--- config.mk ---
export PLATFORM = sky130hd
export DESIGN_NAME = nibble_serial_add_ctrl
export DESIGN_NICKNAME = d
export VERILOG_FILES = /design/src/rtl/nibble_add_pkg.sv /design/src/rtl/nibble_adder4.sv /design/src/rtl/nibble_serial_add_ctrl.sv
export SDC_FILE = /design/constraint.sdc
export NUM_CORES = 1
export LEC_CHECK = 0
export BUFFER_PORTS_ARGS = -buffer_cell sky130_fd_sc_hd__buf_2
export CAP_MARGIN = 20
export CORE_UTILIZATION = 40
export CTS_BUF_LIST = sky130_fd_sc_hd__clkbuf_4 sky130_fd_sc_hd__clkbuf_8
export DETAILED_ROUTE_END_ITERATION = 10
export MAX_ROUTING_LAYER = met4
export PLACE_DENSITY_LB_ADDON = 0.1
export SYNTH_ARGS = -nofsm -noshare
export SYNTH_HDL_FRONTEND = slang
export SYNTH_SLANG_ARGS = --single-unit
--- constraint.sdc ---
create_clock -name clk -period 4 [get_ports clk]
set_input_delay 0.2 -clock clk [delete_from_list [all_inputs] [get_ports clk]]
set_output_delay 0.2 -clock clk [all_outputs]
set_load 0.01 [all_outputs]
--- src/rtl/nibble_add_pkg.sv ---
// Shared definitions for the nibble-serial adder: slice width and controller states.
// Latency: none (type and constant definitions only).
// Backpressure: not applicable.
package nibble_add_pkg;

  localparam int NIB_W = 4;

  typedef enum logic [1:0] {
    ST_IDLE = 2'd0,
    ST_RUN  = 2'd1,
    ST_DONE = 2'd2
  } state_t;

endpackage

--- src/rtl/nibble_adder4.sv ---
// 4-bit ripple-carry adder slice built from gate-level full adders.
// Latency: combinational.
// Backpressure: not applicable.
module nibble_adder4
  import nibble_add_pkg::*;
(
  input  logic [NIB_W-1:0] x,
  input  logic [NIB_W-1:0] y,
  input  logic             ci,
  output logic [NIB_W-1:0] s,
  output logic             co
);

  logic [NIB_W:0] c;

  assign c[0] = ci;

  // One full adder per bit; carry ripples from bit 0 upward.
  for (genvar i = 0; i < NIB_W; i++) begin : g_fa
    logic p;
    assign p      = x[i] ^ y[i];
    assign s[i]   = p ^ c[i];
    assign c[i+1] = (x[i] & y[i]) | (p & c[i]);
  end

  assign co = c[NIB_W];

endmodule

--- src/rtl/nibble_serial_add_ctrl.sv ---
// Adds WIDTH-bit operands one nibble per clock through a single shared 4-bit slice (SUBTRACT_EN adds op_sub for a-b).
// Latency: out_valid rises NIBBLES clocks after the accept edge; one operation per NIBBLES+2 cycles at best.
// Backpressure: result held in DONE until out_ready; in_ready low from accept until the output handshake.
module nibble_serial_add_ctrl
  import nibble_add_pkg::*;
#(
  parameter int WIDTH = 16
)(
  input  logic             clk,
  input  logic             rst_n,
  input  logic             in_valid,
  output logic             in_ready,
  input  logic [WIDTH-1:0] a,
  input  logic [WIDTH-1:0] b,
  input  logic             cin,
`ifdef SUBTRACT_EN
  input  logic             op_sub,
`endif
  output logic             out_valid,
  input  logic             out_ready,
  output logic [WIDTH-1:0] sum,
  output logic             cout,
  output logic             busy
);

  localparam int NIBBLES = WIDTH / NIB_W;
  localparam int CNT_W   = $clog2(NIBBLES) + 1;

  if ((WIDTH % NIB_W) != 0 || WIDTH < NIB_W) begin : g_bad_width
    $error("nibble_serial_add_ctrl: WIDTH must be a multiple of 4 and >= 4");
  end

  state_t           state;
  logic [WIDTH-1:0] a_sh;
  logic [WIDTH-1:0] b_sh;
  logic             carry;
  logic [CNT_W-1:0] cnt;
  logic [NIB_W-1:0] slice_y;
  logic [NIB_W-1:0] slice_s;
  logic             slice_co;
  logic [WIDTH-1:0] sum_nxt;
  logic             carry_init;
  logic [NIB_W-1:0] y_mask;

`ifdef SUBTRACT_EN
  // Subtraction is a + ~b + 1: invert each B nibble and force the initial carry.
  logic sub_q;
  assign y_mask     = {NIB_W{sub_q}};
  assign carry_init = op_sub ? 1'b1 : cin;
`else
  assign y_mask     = '0;
  assign carry_init = cin;
`endif

  assign slice_y = b_sh[NIB_W-1:0] ^ y_mask;

  nibble_adder4 u_slice (
    .x  (a_sh[NIB_W-1:0]),
    .y  (slice_y),
    .ci (carry),
    .s  (slice_s),
    .co (slice_co)
  );

  // New nibble enters the result from the top so after NIBBLES passes it is LSB-aligned.
  always_comb begin
    sum_nxt = sum >> NIB_W;
    sum_nxt[WIDTH-1 -: NIB_W] = slice_s;
  end

  // Controller FSM with registered handshake outputs.
  always_ff @(posedge clk or negedge rst_n) begin
    if (!rst_n) begin
      state     <= ST_IDLE;
      cnt       <= '0;
      carry     <= 1'b0;
      sum       <= '0;
      cout      <= 1'b0;
      out_valid <= 1'b0;
      in_ready  <= 1'b0;
      busy      <= 1'b0;
      a_sh      <= '0;
      b_sh      <= '0;
`ifdef SUBTRACT_EN
      sub_q     <= 1'b0;
`endif
    end else begin
      case (state)
        ST_IDLE: begin
          if (in_valid && in_ready) begin
            a_sh     <= a;
            b_sh     <= b;
            carry    <= carry_init;
            cnt      <= '0;
            in_ready <= 1'b0;
            busy     <= 1'b1;
            state    <= ST_RUN;
`ifdef SUBTRACT_EN
            sub_q    <= op_sub;
`endif
          end else begin
            in_ready <= 1'b1;
          end
        end
        ST_RUN: begin
          a_sh  <= a_sh >> NIB_W;
          b_sh  <= b_sh >> NIB_W;
          sum   <= sum_nxt;
          carry <= slice_co;
          cnt   <= cnt + 1'b1;
          if (cnt == CNT_W'(NIBBLES - 1)) begin
            cout      <= slice_co;
            out_valid <= 1'b1;
            state     <= ST_DONE;
          end
        end
        ST_DONE: begin
          if (out_ready) begin
            out_valid <= 1'b0;
            busy      <= 1'b0;
            in_ready  <= 1'b1;
            state     <= ST_IDLE;
          end
        end
        default: begin
          out_valid <= 1'b0;
          busy      <= 1'b0;
          in_ready  <= 1'b0;
          state     <= ST_IDLE;
        end
      endcase
    end
  end

endmodule

### Word-level counts from Yosys, hierarchy flattened

Index checks and enable logic that the tools add are counted.

| word-level totals | value |
|---|---|
| bits in registers | 58 |
| bits of input ports | 37 |
| output and inout port bits | 20 |
| word-level logic and storage cells | 68 |

| cells by class | value |
|---|---|
| add/sub/neg operators | 1 |
| equal/unequal tests | 6 |
| muxes and demuxes | 20 |
| bitwise gates (word level) | 22 |
| reductions and logical operators | 9 |

Operators with widths:

| cell | number |
|---|---|
| 16-bit case mux with 2 select lines | 2 |
| 16-bit two-way mux | 2 |
| 1-bit case mux with 3 select lines | 3 |
| 3-bit AND reduction | 3 |
| 1-bit AND | 8 |
| 1-bit XOR | 8 |
| 1-bit two-way mux | 6 |
| 2-bit two-way mux | 3 |
| 2-bit inequality test, second input constant | 3 |
| 2-bit case mux with 3 select lines | 1 |
| 3-bit case mux with 2 select lines | 1 |
| 2-bit AND reduction | 3 |
| 1-bit OR | 4 |
| 3-bit by 1-bit adder with 3-bit output, second input constant | 1 |
| 3-bit by 2-bit equality test with 1-bit output, second input constant | 1 |
| 3-bit two-way mux | 1 |
| 2-bit by 1-bit equality test with 1-bit output, second input constant | 1 |
| 2-bit equality test, second input constant | 1 |
| 2-bit zero test | 1 |
| 1-bit NOT | 2 |
| 1-bit case mux with 2 select lines | 1 |
| 2-bit nonzero test | 1 |
| 1-bit logical AND | 1 |

### Depth between registers and ports, before layout

| logic depth | value |
|---|---|
| word-level depth | 10 |
| depth in mapped cells | 10 |
| gate-level depth less buffers | 10 |

### By module

From an unflattened synthesis, not the netlist that was laid out.

| second synthesis, totals | value |
|---|---|
| cells, all modules | 248 |
| area total of the unflattened synthesis | 2,623.8 sq um |

By module, submodules not included:

| module | times used | cells an instance | area an instance (sq um) | seq. area each (sq um) |
|---|---|---|---|---|
| nibble_serial_add_ctrl | 1 | 234 | 2,506.2 | 1,451.4 |
| nibble_adder4 | 1 | 14 | 117.6 | 0.0 |

### Worst setup path after synthesis

OpenSTA, ideal clock, no wires.

| timing path | value |
|---|---|
| path type | reg-to-reg |
| start point | reg a_sh[0] |
| end point | reg sum[15] |
| setup time | 76 ps |
| data arrival time | 1,925 ps |
| required time | 3,924 ps |
| path slack | 1,999 ps |
| cell stages (with the launch flop) | 9 |
| path buffers | 0 |
| period minus slack after synthesis | 2,001 ps |
| path through | dfrtp_1 > inv_1 > fa_1 > inv_1 > fa_1 > fa_1 > inv_1 > fa_1 > o21ai_1 |

| between the ends | value |
|---|---|
| longest elaborated chain between the ends | 8 |
| elaborated cells between the ends (all ways) | 9 |
| classes of those cells | bitwise: 9 |

Ends and longest elaborated chain:

| what | RTL line | RTL |
|---|---|---|
| from (decl) | nibble_serial_add_ctrl.sv:34 | `logic [WIDTH-1:0] a_sh;` |
| from (signal assigned) | nibble_serial_add_ctrl.sv:106 | `a_sh <= a_sh >> NIB_W;` |
| 1-bit XOR | nibble_adder4.sv:21 | `assign p = x[i] ^ y[i];` |
| 1-bit AND | nibble_adder4.sv:23 | `assign c[i+1] = (x[i] & y[i]) \| (p & c[i]);` |
| 1-bit OR * | nibble_adder4.sv:23 |  |
| 1-bit AND * | nibble_adder4.sv:23 |  |
| 1-bit OR * | nibble_adder4.sv:23 |  |
| 1-bit AND * | nibble_adder4.sv:23 |  |
| 1-bit OR * | nibble_adder4.sv:23 |  |
| 1-bit XOR * | nibble_adder4.sv:22 | `assign s[i] = p ^ c[i];` |
| to (signal assigned) | nibble_serial_add_ctrl.sv:108 | `sum <= sum_nxt;` |
| to (decl) | nibble_serial_add_ctrl.sv:21 | `output logic [WIDTH-1:0] sum,` |

Mark *: on every way between the ends. The rest lies on a longest branch, timed or not.
A chain may end at the register's enable or synchronous reset.

### Worst setup path in the final report

| timing path | value |
|---|---|
| start point | reg state[1] |
| end point | reg a_sh[3] |

| between the ends | value |
|---|---|
| longest elaborated chain between the ends | 3 |
| elaborated cells between the ends (all ways) | 6 |
| classes of those cells | eq/ne: 2; mux: 1; reduce/logical: 3 |

Ends and longest elaborated chain:

| what | RTL line | RTL |
|---|---|---|
| from (decl) | nibble_serial_add_ctrl.sv:33 | `state_t state;` |
| from (signal assigned) | nibble_serial_add_ctrl.sv:74 | `state <= ST_IDLE;` |
| from (signal assigned) | nibble_serial_add_ctrl.sv:97 | `state <= ST_RUN;` |
| from (signal assigned) | nibble_serial_add_ctrl.sv:114 | `state <= ST_DONE;` |
| 2-bit by 1-bit equality test with 1-bit output / 2-bit zero test (equally long branches) | nibble_serial_add_ctrl.sv:88 | `case (state)` |
| 2-bit nonzero test (no source line) / 2-bit inequality test (equally long branches) | - |  |
| 2-bit AND reduction (no source line) | - |  |

Parallel ways exist; a longest one is shown, timed or not.

==> metrics.md <==
| Metric | Value |
|---|---|
| Drt pass-1 iters | `7` |
| Core Area | `6350 µm²` |
| CTS H-tree lvls | `3` |
| Cells along the critical path | `buf_4 -> nor2b_4 -> buf_4 -> mux2i_1 -> o21ai_1` |
| Share of layout cells above drive strength 1 | `0.261` |
| Pin count of the biggest net entering global routing | `52` |
| Peak VDD IR | `0.000359 V` |
| # Post-CTS Setup Buffers | `0` |
| Final cycle utilization of the critical path | `0.595` |
| Yosys warns | `0` |
| Synthesized Nets | `between 200 and 300` |
| CP endpoint | `a_sh[3]` |
| Leading post-synthesis cells by cell area | `dfrtp_1 (55%), mux2i_1 (9.1%), nand2_1 (6.7%), o21ai_0 (6.3%), o21ai_1 (4.2%)` |
| Synth async-reset ratio | `1.00` |
| Crit end category | `flop` |
| Synth Cell Area | `between 2000 and 3000 µm²` |
| Sw frac | `0.393` |
| Number of antenna violations at the first check in global routing | `0` |
| Worst Hold Class | `primary input to flop` |
| Post-synth top area cell | `dfrtp_1` |
| RD Place Congestion | `0.708` |
| EDFF count, synth | `0` |
| CP Depth | `5` |
| Most frequent cell after synthesis | `dfrtp_1` |
| Pint | `~1600 µW` |
| Post-synthesis cell type count | `27` |
| Max FO, Critical Path | `26` |
| Leak pwr | `0.00158 µW` |
| CTS root buf | `clkbuf_8` |
| Avg Inst Size Synth | `approximately 11 µm²` |
| Vias in the first global route | `1959` |
| Yosys reg bits | `58` |
| Detailed-route wire length per cell | `14.0 µm` |
| Register clock-pin slew on the reported worst setup and hold paths | `70 ps` |
| WL final | `5370 µm` |
| Post-synth top flop | `dfrtp_1` |
| Die span in x | `83.0 µm` |
| TritonCTS buffer count | `9` |
| Startpoint Class | `flop` |
| R2R Setup Slk | `between 1500 and 2000 ps` |
| Site Rows | `29` |
| Max_cap viols | `0` |
| Finish-stage setup viols | `0` |
| RSZ-0062 raised after global routing | `false` |
| Antenna-violating nets left | `0` |
| Pwr Total | `approximately 2700 µW` |
| Clock net sink count | `58` |
| Crit-path max cell delay | `about 660 ps` |
| Sum Neg Setup Slack | `0 ps` |
| Worst Clk Skew | `approximately 9.1 ps` |
| DRC Markers | `0` |
| Data required, critical path | `4220 ps` |
| CTS tree | `done` |
| Reg power frac | `0.393` |
| Vias | `approximately 1900` |
| Clock power frac | `0.182` |
| Total grt overflow | `0` |
| Slew margin rel. | `0.390` |
| Psw | `1040 µW` |
| Most used cell, CP | `buf_4` |
| Critical Setup Path Class | `flop to flop` |
| Crit path arrival time | `~2600 ps` |
| Setup crit start | `state[1]` |
| CP Buf/Inv Count | `2` |
| Diodes inserted | `0` |
| Total track usage | `0.183` |
| Reg-to-Reg Start | `state[1]` |
| Port Buf Inserts | `56` |
| Slowest cell on crit path | `nor2b_4` |
| Period minus WS final | `roughly 2400 ps` |
| Fin util | `0.491` |
| List of most frequent post-synthesis cells | `dfrtp_1 (58), nand2_1 (47), o21ai_0 (33), mux2i_1 (24), o21ai_1 (22)` |
| Area Growth Syn to Fin | `18.8%` |
| Final nets | `around 350` |
| Worst-Skew Late Latency | `330 ps` |
| Fmax | `420 MHz` |
| DP HPWL | `around 3500 µm` |
| Hold violation total from the final report | `0` |
| Cts hold-fix bufs | `1` |
| Resized cells post-CTS | `0` |
| Status | `completed` |
| Measured slew at the worst slew-check pin | `slightly above 900 ps` |
| Share of the synthesized area in the top cell type | `0.553` |
| Die H | `83.0 µm` |
| Worst Hold Depth | `2` |
| Initial DRC count | `slightly above 100` |
| Sequential fraction of the synthesis area | `0.553` |
| Pwr Density | `around 850 nW/µm²` |
| FF-to-FF End | `a_sh[3]` |
| Ports | `57` |
| Top Family by Delay on Critical Path | `buffers and inverters` |
| Synthesized instance count | `about 250` |
| Logic gate share of total power | `0.425` |
| Cell count of the worst reg-to-reg path | `5` |
| Via/cell ratio | `roughly 5.0` |
| First-pass GRT wire length | `between 9000 and 10000 µm` |
| Die footprint | `between 6000 and 7000 µm²` |
| Longest Clk Path Bufs | `2` |
| Final Max Slew Viols | `0` |
| Starting Density | `0.414` |
-- area by class of cell --
type                            instances  area, µm²
Inverter                                9       33.8
Tap cell                               77       96.3
Fill cell                             616       3230
Clock inverter                          3       15.0
Clock buffer                           13        160
Sequential cell                        58       1450
Timing Repair Buffer                   62        348
Multi-Input combinational cell        162       1010
-- state kept, by name, summed over array words and instances, names as in the netlist --
name and count:
in_ready 1, state 2, busy 1, carry 1, cnt 3, a_sh 16, cout 1, out_valid 1
b_sh 16, sum 16
-- layout by cell type (no fill, tap or decap) --
cell           count
a211oi_1           1
a21oi_1            3
a21oi_2            1
a22o_1             9
buf_16             1
buf_2             56
buf_4              4
clkbuf_4           3
clkbuf_8          10
clkinv_2           3
dfrtp_1           58
dlygate4sd3_1      1
fa_1               4
ha_1               2
inv_1              9
mux2i_1           24
nand2_1           47
nand2b_1           3
nand3b_1           1
nor2_1             4
nor2b_4            1
nor3_2             1
nor3b_1            1
o21ai_0           33
o21ai_1           22
o21bai_1           1
o22a_1             1
o22ai_1            2
or2_1              1
-- power groups by stage --
| stage | Combinational (µW) | Sequential (µW) | Clock (µW) |
|---|---|---|---|
| 2_1_floorplan | 887 | 1030 | 0 |
| 3_3_place_gp | 1080 | 1050 | 0 |
| 3_5_place_dp | 1150 | 1060 | 0 |
| 4_1_cts | 1150 | 1050 | 499 |
| 5_1_grt | 1290 | 1090 | 529 |
| 6_report | 1130 | 1040 | 482 |
-- through the flow --
stage / area (µm²) / worst slack [ps] / std cells / hold WS, ps
final: 3120 / 1620 / 384 / 81.7
after global routing: 3120 / 1360 / 384 / 66.5
after CTS: 3120 / 1600 / 384 / 67.8
after detailed placement: 2930 / 1610 / 367 / 50.0
after global placement: 2910 / 1610 / 366 / 50.9
after floorplan: 2630 / 2000 / 247 / -95.6
-- layer usage --
metal	wire length (µm)	global-route usage	share of wire
met4	69	0.0799	0.013
met2	2370	0.261	0.44
met1	2660	0.241	0.49
met5	0	-	0
met3	270	0.0557	0.050
-- worst min path at each step --
| stage | startpoint | end | slack [ps] |
|---|---|---|---|
| global placement | rst_n | sum[1] | 50 |
| CTS | b[12] | b_sh[12] | 70 |
| finish | b[12] | b_sh[12] | 80 |
| floorplan | rst_n | a_sh[0] | -100 |
| global route | b[13] | b_sh[13] | 70 |
| detailed placement | rst_n | sum[1] | 50 |
-- kinds of logic after synthesis --
group                    count (synthesis)  synth area share
adder cells (fa/ha/maj)                  6            0.0400
buffers and inverters                   27            0.0610
multiplexers                            24            0.0915
AO/OA/AOI/OAI                           73             0.158
flip-flops                              58             0.553
AND/OR/NAND/NOR                         59            0.0972
Note: power is estimated with default switching activity, not from simulation.
